**config.mk**
```make
export PLATFORM = sky130hd
export DESIGN_NAME = rand_dispatch
export DESIGN_NICKNAME = d
export VERILOG_FILES = /design/src/rtl/rand_dispatch.sv
export SDC_FILE = /design/constraint.sdc
export NUM_CORES = 1
export LEC_CHECK = 0
export CORE_MARGIN = 2
export CORE_UTILIZATION = 46
export CTS_CLUSTER_SIZE = 25
export DETAILED_ROUTE_END_ITERATION = 10
export GPL_TIMING_DRIVEN = 0
export PLACE_DENSITY = 0.76
export REMOVE_ABC_BUFFERS = 1
export SYNTH_ARGS = -nofsm -noshare
export SYNTH_HDL_FRONTEND = slang
export SYNTH_SLANG_ARGS = --single-unit
```
**constraint.sdc**
```tcl
create_clock -name clk -period 4.2 [get_ports clk]
set_clock_uncertainty 0.15 [all_clocks]
set_input_delay 0.42 -clock clk [delete_from_list [all_inputs] [get_ports clk]]
set_output_delay 0.42 -clock clk [all_outputs]
set_load 0.05 [all_outputs]
```
**src/rtl/rand_dispatch.sv**
```systemverilog
// Shares one LFSR word stream among NUM_REQ consumers: discards warm-up output, buffers
// fresh words, serves each word once in round-robin order and flags a stuck LFSR.
module rand_dispatch #(
  parameter int unsigned WIDTH       = 128,
  parameter int unsigned NUM_REQ     = 4,
  parameter int unsigned DEPTH       = 2,
  parameter int unsigned WARMUP      = 16,
  parameter int unsigned STUCK_LIMIT = 4
) (
  input  logic               clk,
  input  logic               rst_n,
  input  logic [WIDTH-1:0]   random128,
  input  logic [NUM_REQ-1:0] req,
  input  logic               clr_stuck,
  output logic [NUM_REQ-1:0] gnt,
  output logic [WIDTH-1:0]   rand_out,
  output logic [2:0]         buf_cnt,
  output logic               lfsr_stuck,
  output logic [31:0]        served_cnt
);

  localparam int unsigned PW = (NUM_REQ > 1) ? $clog2(NUM_REQ) : 1;
  localparam int unsigned WW = $clog2(WARMUP + 1);
  localparam int unsigned BW = $clog2(STUCK_LIMIT + 1);

  typedef enum logic [1:0] {S_WARM, S_RUN, S_STUCK} state_e;

  state_e             state_q, state_d;
  logic [WW-1:0]      warm_q, warm_d;
  logic [BW-1:0]      bad_q, bad_d;
  logic [WIDTH-1:0]   prev_q;
  logic [WIDTH-1:0]   buf_q [DEPTH];
  logic [WIDTH-1:0]   buf_d [DEPTH];
  logic [2:0]         cnt_q, cnt_d;
  logic [PW-1:0]      ptr_q, ptr_d;
  logic [NUM_REQ-1:0] gnt_q, gnt_d;
  logic [WIDTH-1:0]   rand_q, rand_d;
  logic               stuck_q, stuck_d;
  logic [31:0]        served_q, served_d;

  logic               good, push, pop, found;
  logic [NUM_REQ-1:0] elig;
  logic [PW-1:0]      sel, idx;
  logic [2:0]         wr_pos;

  // Round-robin search starting at ptr; a requester granted this cycle is masked.
  always_comb begin
    elig  = req & ~gnt_q;
    found = 1'b0;
    sel   = '0;
    idx   = '0;
    for (int unsigned k = 0; k < NUM_REQ; k++) begin
      idx = PW'((32'(ptr_q) + k) % NUM_REQ);
      if (!found && elig[idx]) begin
        found = 1'b1;
        sel   = idx;
      end
    end
    pop = found && (cnt_q != '0);
  end

  always_comb begin
    state_d = state_q;
    warm_d  = warm_q;
    bad_d   = bad_q;
    stuck_d = stuck_q;
    good    = (random128 != prev_q) && (random128 != '0);
    case (state_q)
      S_WARM: begin
        if (warm_q == WW'(WARMUP - 1)) state_d = S_RUN;
        else                           warm_d  = warm_q + WW'(1);
      end
      S_RUN: begin
        if (good) begin
          bad_d = '0;
        end else begin
          bad_d = bad_q + BW'(1);
          if (bad_d == BW'(STUCK_LIMIT)) begin
            state_d = S_STUCK;
            stuck_d = 1'b1;
          end
        end
      end
      S_STUCK: begin
        if (clr_stuck) begin
          state_d = S_RUN;
          stuck_d = 1'b0;
          bad_d   = '0;
        end
      end
      default: state_d = S_WARM;
    endcase
  end

  // The pop shifts the buffer first, so a same-cycle push lands behind the remaining words.
  always_comb begin
    push   = (state_q == S_RUN) && good && ((cnt_q < 3'(DEPTH)) || pop);
    wr_pos = cnt_q - 3'(pop);
    for (int unsigned i = 0; i < DEPTH; i++) buf_d[i] = buf_q[i];
    if (pop) begin
      for (int unsigned i = 0; i + 1 < DEPTH; i++) buf_d[i] = buf_q[i + 1];
      buf_d[DEPTH-1] = '0;
    end
    for (int unsigned i = 0; i < DEPTH; i++) begin
      if (push && (3'(i) == wr_pos)) buf_d[i] = random128;
    end
    cnt_d    = cnt_q + 3'(push) - 3'(pop);
    gnt_d    = pop ? (NUM_REQ'(1) << sel) : '0;
    rand_d   = pop ? buf_q[0] : rand_q;
    served_d = served_q + 32'(pop);
    ptr_d    = ptr_q;
    if (pop) ptr_d = (sel == PW'(NUM_REQ - 1)) ? '0 : sel + PW'(1);
  end

  always_ff @(posedge clk) begin
    if (!rst_n) begin
      state_q  <= S_WARM;
      warm_q   <= '0;
      bad_q    <= '0;
      prev_q   <= '0;
      cnt_q    <= '0;
      ptr_q    <= '0;
      gnt_q    <= '0;
      rand_q   <= '0;
      stuck_q  <= 1'b0;
      served_q <= '0;
      for (int unsigned i = 0; i < DEPTH; i++) buf_q[i] <= '0;
    end else begin
      state_q  <= state_d;
      warm_q   <= warm_d;
      bad_q    <= bad_d;
      prev_q   <= random128;
      cnt_q    <= cnt_d;
      ptr_q    <= ptr_d;
      gnt_q    <= gnt_d;
      rand_q   <= rand_d;
      stuck_q  <= stuck_d;
      served_q <= served_d;
      for (int unsigned i = 0; i < DEPTH; i++) buf_q[i] <= buf_d[i];
    end
  end

  assign gnt        = gnt_q;
  assign rand_out   = rand_q;
  assign buf_cnt    = cnt_q;
  assign lfsr_stuck = stuck_q;
  assign served_cnt = served_q;

endmodule
```
# After elaboration in Yosys (flattened, before gate mapping)
# Memories as Yosys holds them, arrays and structs flattened.
# Index checks and enable logic that the tools add are counted.
# Widths: inputs -> output; s select.
[totals]
regBits = 308
latchBits = 0
ramBits = 256
rom_bits = 0
in_bits = 135
out_inout_bits = 168
elab_cells = 102
mem_count = 1
[op_classes]
addsub = 10
n_mul = 0
div = 0
n_lt_le_gt_ge = 5
n_eq_ne = 11
n_shift = 1
muxes = 36
bitwise = 5
reduce_logical = 23
[mem_list]
columns = ["memory", "depth", "width", "read_ports", "rd_clocked_by_memory_dff", "wr", "line", "source"]
rows = [
  ["buf_q", 2, 128, 2, 0, 2, "32", "logic [WIDTH-1:0] buf_q [DEPTH];"],
]
[ops]
columns = ["operator", "n"]
rows = [
  ["$mux 128", 4],
  ["$mux 256", 1],
  ["$ne 128x128->1", 1],
  ["$reduce_bool 128->1", 1],
  ["$add 32x1->32", 1],
  ["$mux 2", 9],
  ["$mux 1", 13],
  ["$lt 2x3->1 const B", 4],
  ["$logic_and 1x1->1", 9],
  ["$bmux 1 s2", 4],
  ["$ne 2x2->1 const B", 4],
  ["$reduce_and 4->1", 2],
  ["$mux 3", 2],
  ["$pmux 2 s3", 1],
  ["$pmux 3 s2", 1],
  ["$reduce_and 2->1", 3],
  ["$sub 3x1->3", 2],
  ["$add 5x1->5 const B", 1],
  ["$eq 5x4->1 const B", 1],
  ["$add 2x1->2 const B", 2],
  ["$add 2x2->2 const B", 2],
  ["$and 4x4->4", 1],
  ["$eq 2x2->1 const B", 2],
  ["$not 4->4", 1],
  ["other kinds (16)", 19],
]

# Logic depth before layout (Yosys ltp)
[depth]
depth_word = 20
mapped_depth = 16
ltp_nobuf = 13

# Worst setup path before layout
# OpenSTA, ideal clock, no wires.
[synth_path]
path_kind = "reg2reg"
from = "register cnt_q[0] (netlist: buf_cnt[0])"
to = "register served_q[24] (netlist: served_cnt[24])"
setup_ps = 115
t_arrival_ps = 3590
t_required_ps = 3935
path_slack_ps = 345
path_stages_with_launch = 16
path_buffers = 3
path_cell_list = "dfxtp_1 > nor3_1 > a41o_1 > buf_2 > clkinv_2 > clkbuf_1 > clkbuf_1 > ha_1 > ha_1 > and2_1 > nand4_1 > or2_2 > nor3_1 > nand2_1 > xnor2_1 > and2_1"
[synth_between]
elab_chain_cells = 3
[synth_rtl]
columns = ["element", "line", "source"]
rows = [
  ["from (decl)", "34", "logic [2:0] cnt_q, cnt_d;"],
  ["from (signal assigned)", "133", "cnt_q <= cnt_d;"],
  ["$reduce_bool 3->1", "59", "pop = found && (cnt_q != '0);"],
  ["$logic_and 1x1->1", "59", ""],
  ["net pop", "41", "logic good, push, pop, found;"],
  ["$add 32x1->32", "110", "served_d = served_q + 32'(pop);"],
  ["to (signal assigned)", "138", "served_q <= served_d;"],
  ["to (decl)", "39", "logic [31:0] served_q, served_d;"],
]
# The timed path passes the listed nets, and every way through them passes these cells.
# A chain may end at the register's enable or synchronous reset.

==> results.cfg <==
[yosys]
syn_inst = 2307
ys_ff_latch = 564
synth_area_um2 = 21870
ys.warnings.count = 0
ys_types = 46
synthArstFlopShare_pct = 0
synth.avg_cell_area_um2 = 9.480
synthFlopType = dfxtp_1
seq_area_frac_synth_pct = 51.63
synth_edf_count = 0

[cells_and_area]
drive_above_1_share_pct = 5.889
fill_cells = 3852
diodes = 0
final_nets = 2700
final_common_cell = dfxtp_1
final_cell_mix = 564 x dfxtp_1, 535 x nand2_1, 301 x clkdlybuf4s50_1
area_delta_synth_final_pct = 26.64
final_cells = 3205

[global_route]
antenna_found_initial = 5
gr-total-overflow = 0
track_usage_pct = 24.88
first_global_vias = 17112
grt_first_pass_wirelength_um = 97680
grt_max_degree = 181

[power]
p_leak_nw = 11.28
cellPowerDensity_nw_per_um2 = 493.2
ir_drop_mv = 0.3983

[routing]
finalWirelength_um = 63370
drt_iter0_drc = 1455
drtAntennaViolNets = 0
first_pass_iters = 5
via_count = 17768
wl_met2_um = 29470
viasPerCell = 5.544
wl_per_cell_um = 19.77
drcViolationCount = 0
met3_length_um = 3903
wl_met1_um = 28150
top_layer_used = met5

[floorplanning]
start_util_pct = 46.78
rows = 79
die_h_um = 222.0
core_area_um2 = 46750
die_w_um = 222.0
ios = 303
fp.dieArea_um2 = 49300

[clock_tree]
htree_levels = 2
cts_root_buffer = clkbuf_16
cts_tree = done
cts_buffers = 59
cts.clk_slew.worst_paths_ns = 0.06
insertion_delay_ns = 0.61
clockBufferDepth = 3
cts_sinks = 564

[worst_setup_path]
crit_type = reg2reg
start_kind = register
path_max_fanout = 46
crit_arrival_ns = 4.37
critical_path.endpoint_type = register
cp.required_ns = 4.59

[min_path]
min_path_type = in2reg

[place]
portBuffers = 302
place_hpwl_um = 39710
gp_congestion = 0.8367
dpl.cell_count = 3082

[timing]
finalCritPeriodShare_pct = 94.71
fmax_mhz = 251.4
setup_viol = 0
whs_ns = 0.08954
min_period_ns = 3.978
hold_viol = 0
relSlewSlack_pct = 39.30
rsz0062_at_grt = no
slew_viol_final = 0
fin_tns_setup_ns = 0
worst_slew_pin_slew_ns = 0.9021

[outcome]
status = finished, final reports clean

[run]
cap_violations = 0
==> cell usage after synthesis (3+ instances only) <==
library cell | n | area (um^2)
or3_1 | 3 | 18.77
buf_2 | 34 | 170.2
nor4_1 | 41 | 256.5
o211a_1 | 130 | 1301
nor2b_1 | 4 | 25.02
nand4_1 | 50 | 312.8
a21boi_0 | 132 | 991.0
ha_1 | 12 | 150.1
dfxtp_1 | 564 | 11290
buf_6 | 6 | 67.56
inv_1 | 12 | 45.04
nand3_1 | 145 | 725.7
and2_1 | 164 | 1026
nor2_1 | 14 | 52.55
xor2_1 | 8 | 70.07
buf_4 | 16 | 120.1
nand2b_1 | 3 | 18.77
xnor2_1 | 153 | 1340
clkbuf_1 | 104 | 390.4
a22o_1 | 128 | 1121
nor3_1 | 5 | 25.02
o21ai_0 | 9 | 45.04
nand2_1 | 535 | 2008
and3_1 | 6 | 37.54
==> repair_timing <==
| item | 4_1_cts | 5_1_grt |
|---|---|---|
| pin swaps | 3 | 2 |
| gates cloned | 6 | 2 |
| setup endpoints to repair | 258 | 169 |
| buffers inserted | 6 | 2 |
| gates resized for setup | 6 | 4 |
| hold buffers | 0 | 0 |
==> sequential cells by signal, indices dropped and copies added, names as in the netlist <==
register	count
bad_q	3
buf_cnt	3
buf_q	256
gnt	4
lfsr_stuck	1
prev_q	128
ptr_q	2
rand_out	128
served_cnt	32
state_q	2
warm_q	5
==> layout make-up <==
cell class | count | area [um^2] | share of cell area (%)
Clock buffer | 86 | 1720 | 6.212
Clock inverter | 21 | 216.5 | 0.7816
Inverter | 13 | 75.07 | 0.2711
Multi-Input combinational cell | 1572 | 9892 | 35.72
Sequential cell | 564 | 11290 | 40.77
Tap cell | 607 | 759.5 | 2.742
Timing Repair Buffer | 341 | 3730 | 13.47
Timing Repair inverter | 1 | 11.26 | 0.04066
==> metrics by stage <==
stage	utilization (%)	area [um^2]	power (W)	setup WS (ns)
2_1_floorplan	-	21120	0.006693	-13.52
3_3_place_gp	53.26	24900	0.007092	-26.19
3_5_place_dp	54.47	25470	0.008037	-1.337
4_1_cts	59.08	27620	0.01361	0.04713
5_1_grt	59.24	27700	0.01416	0.008580
6_report	59.24	27700	0.01366	0.2220
==> path summary, 6_finish.rpt <==
check | cells past startpoint | slack [ns] | endpoint | startpoint
setup reg to reg | 17 | 0.22 | buf_q[0][241] | buf_cnt[2]
hold / removal | 2 | 0.09 | buf_q[0][49] | rst_n
setup / recovery | 17 | 0.22 | buf_q[0][241] | buf_cnt[2]
hold reg to reg | 2 | 0.30 | rand_out[50] | buf_q[0][50]
==> power by group <==
part	internal [W]	switching (W)	total, W	leakage [nW]
Sequential	0.00546	0.0000714	0.00553	4.58
Combinational	0.000832	0.00208	0.00292	5.75
Clock	0.00307	0.00214	0.00521	0.953
Total	0.00936	0.00430	0.0137	11.3
==> critical path: stages (launching register included) <==
cell and delay (ns):
dfxtp_1 0.38, nor3_4 0.31, a41o_4 0.21, buf_16 0.23, clkinv_16 0.17, buf_16 0.26, ha_1 0.22, ha_1 0.19
xnor2_1 0.14, nand2_1 0.13, nor2_1 0.19, nand3_1 0.15, nor3_4 0.22, buf_4 0.17, buf_6 0.18, buf_6 0.19
buf_6 0.18, a22o_1 0.16
==> routing by layer <==
| layer | vias to the layer above | global-route usage [%] |
|---|---|---|
| met5 | - | 0 |
| met4 | 6 | 8.544 |
| met3 | 119 | 4.082 |
| met2 | 610 | 40.34 |
| met1 | 8639 | 33.64 |
| li1 | 8394 | - |
==> cells by family (layout without fill, tap and decap cells) <==
kind of cell | count (synthesis) | count (layout) | share of synthesized area [%]
buffers and inverters | 174 | 462 | 3.667
and+or+nand+nor | 982 | 982 | 21.13
DFF | 564 | 564 | 51.63
AOI/OAI and AO/OA | 412 | 415 | 16.30
xor gates and xnor gates | 161 | 161 | 6.448
muxes | 1 | 1 | 0.04577
adders and majority gates | 13 | 13 | 0.7781
Note: power is estimated with default switching activity, not from simulation.
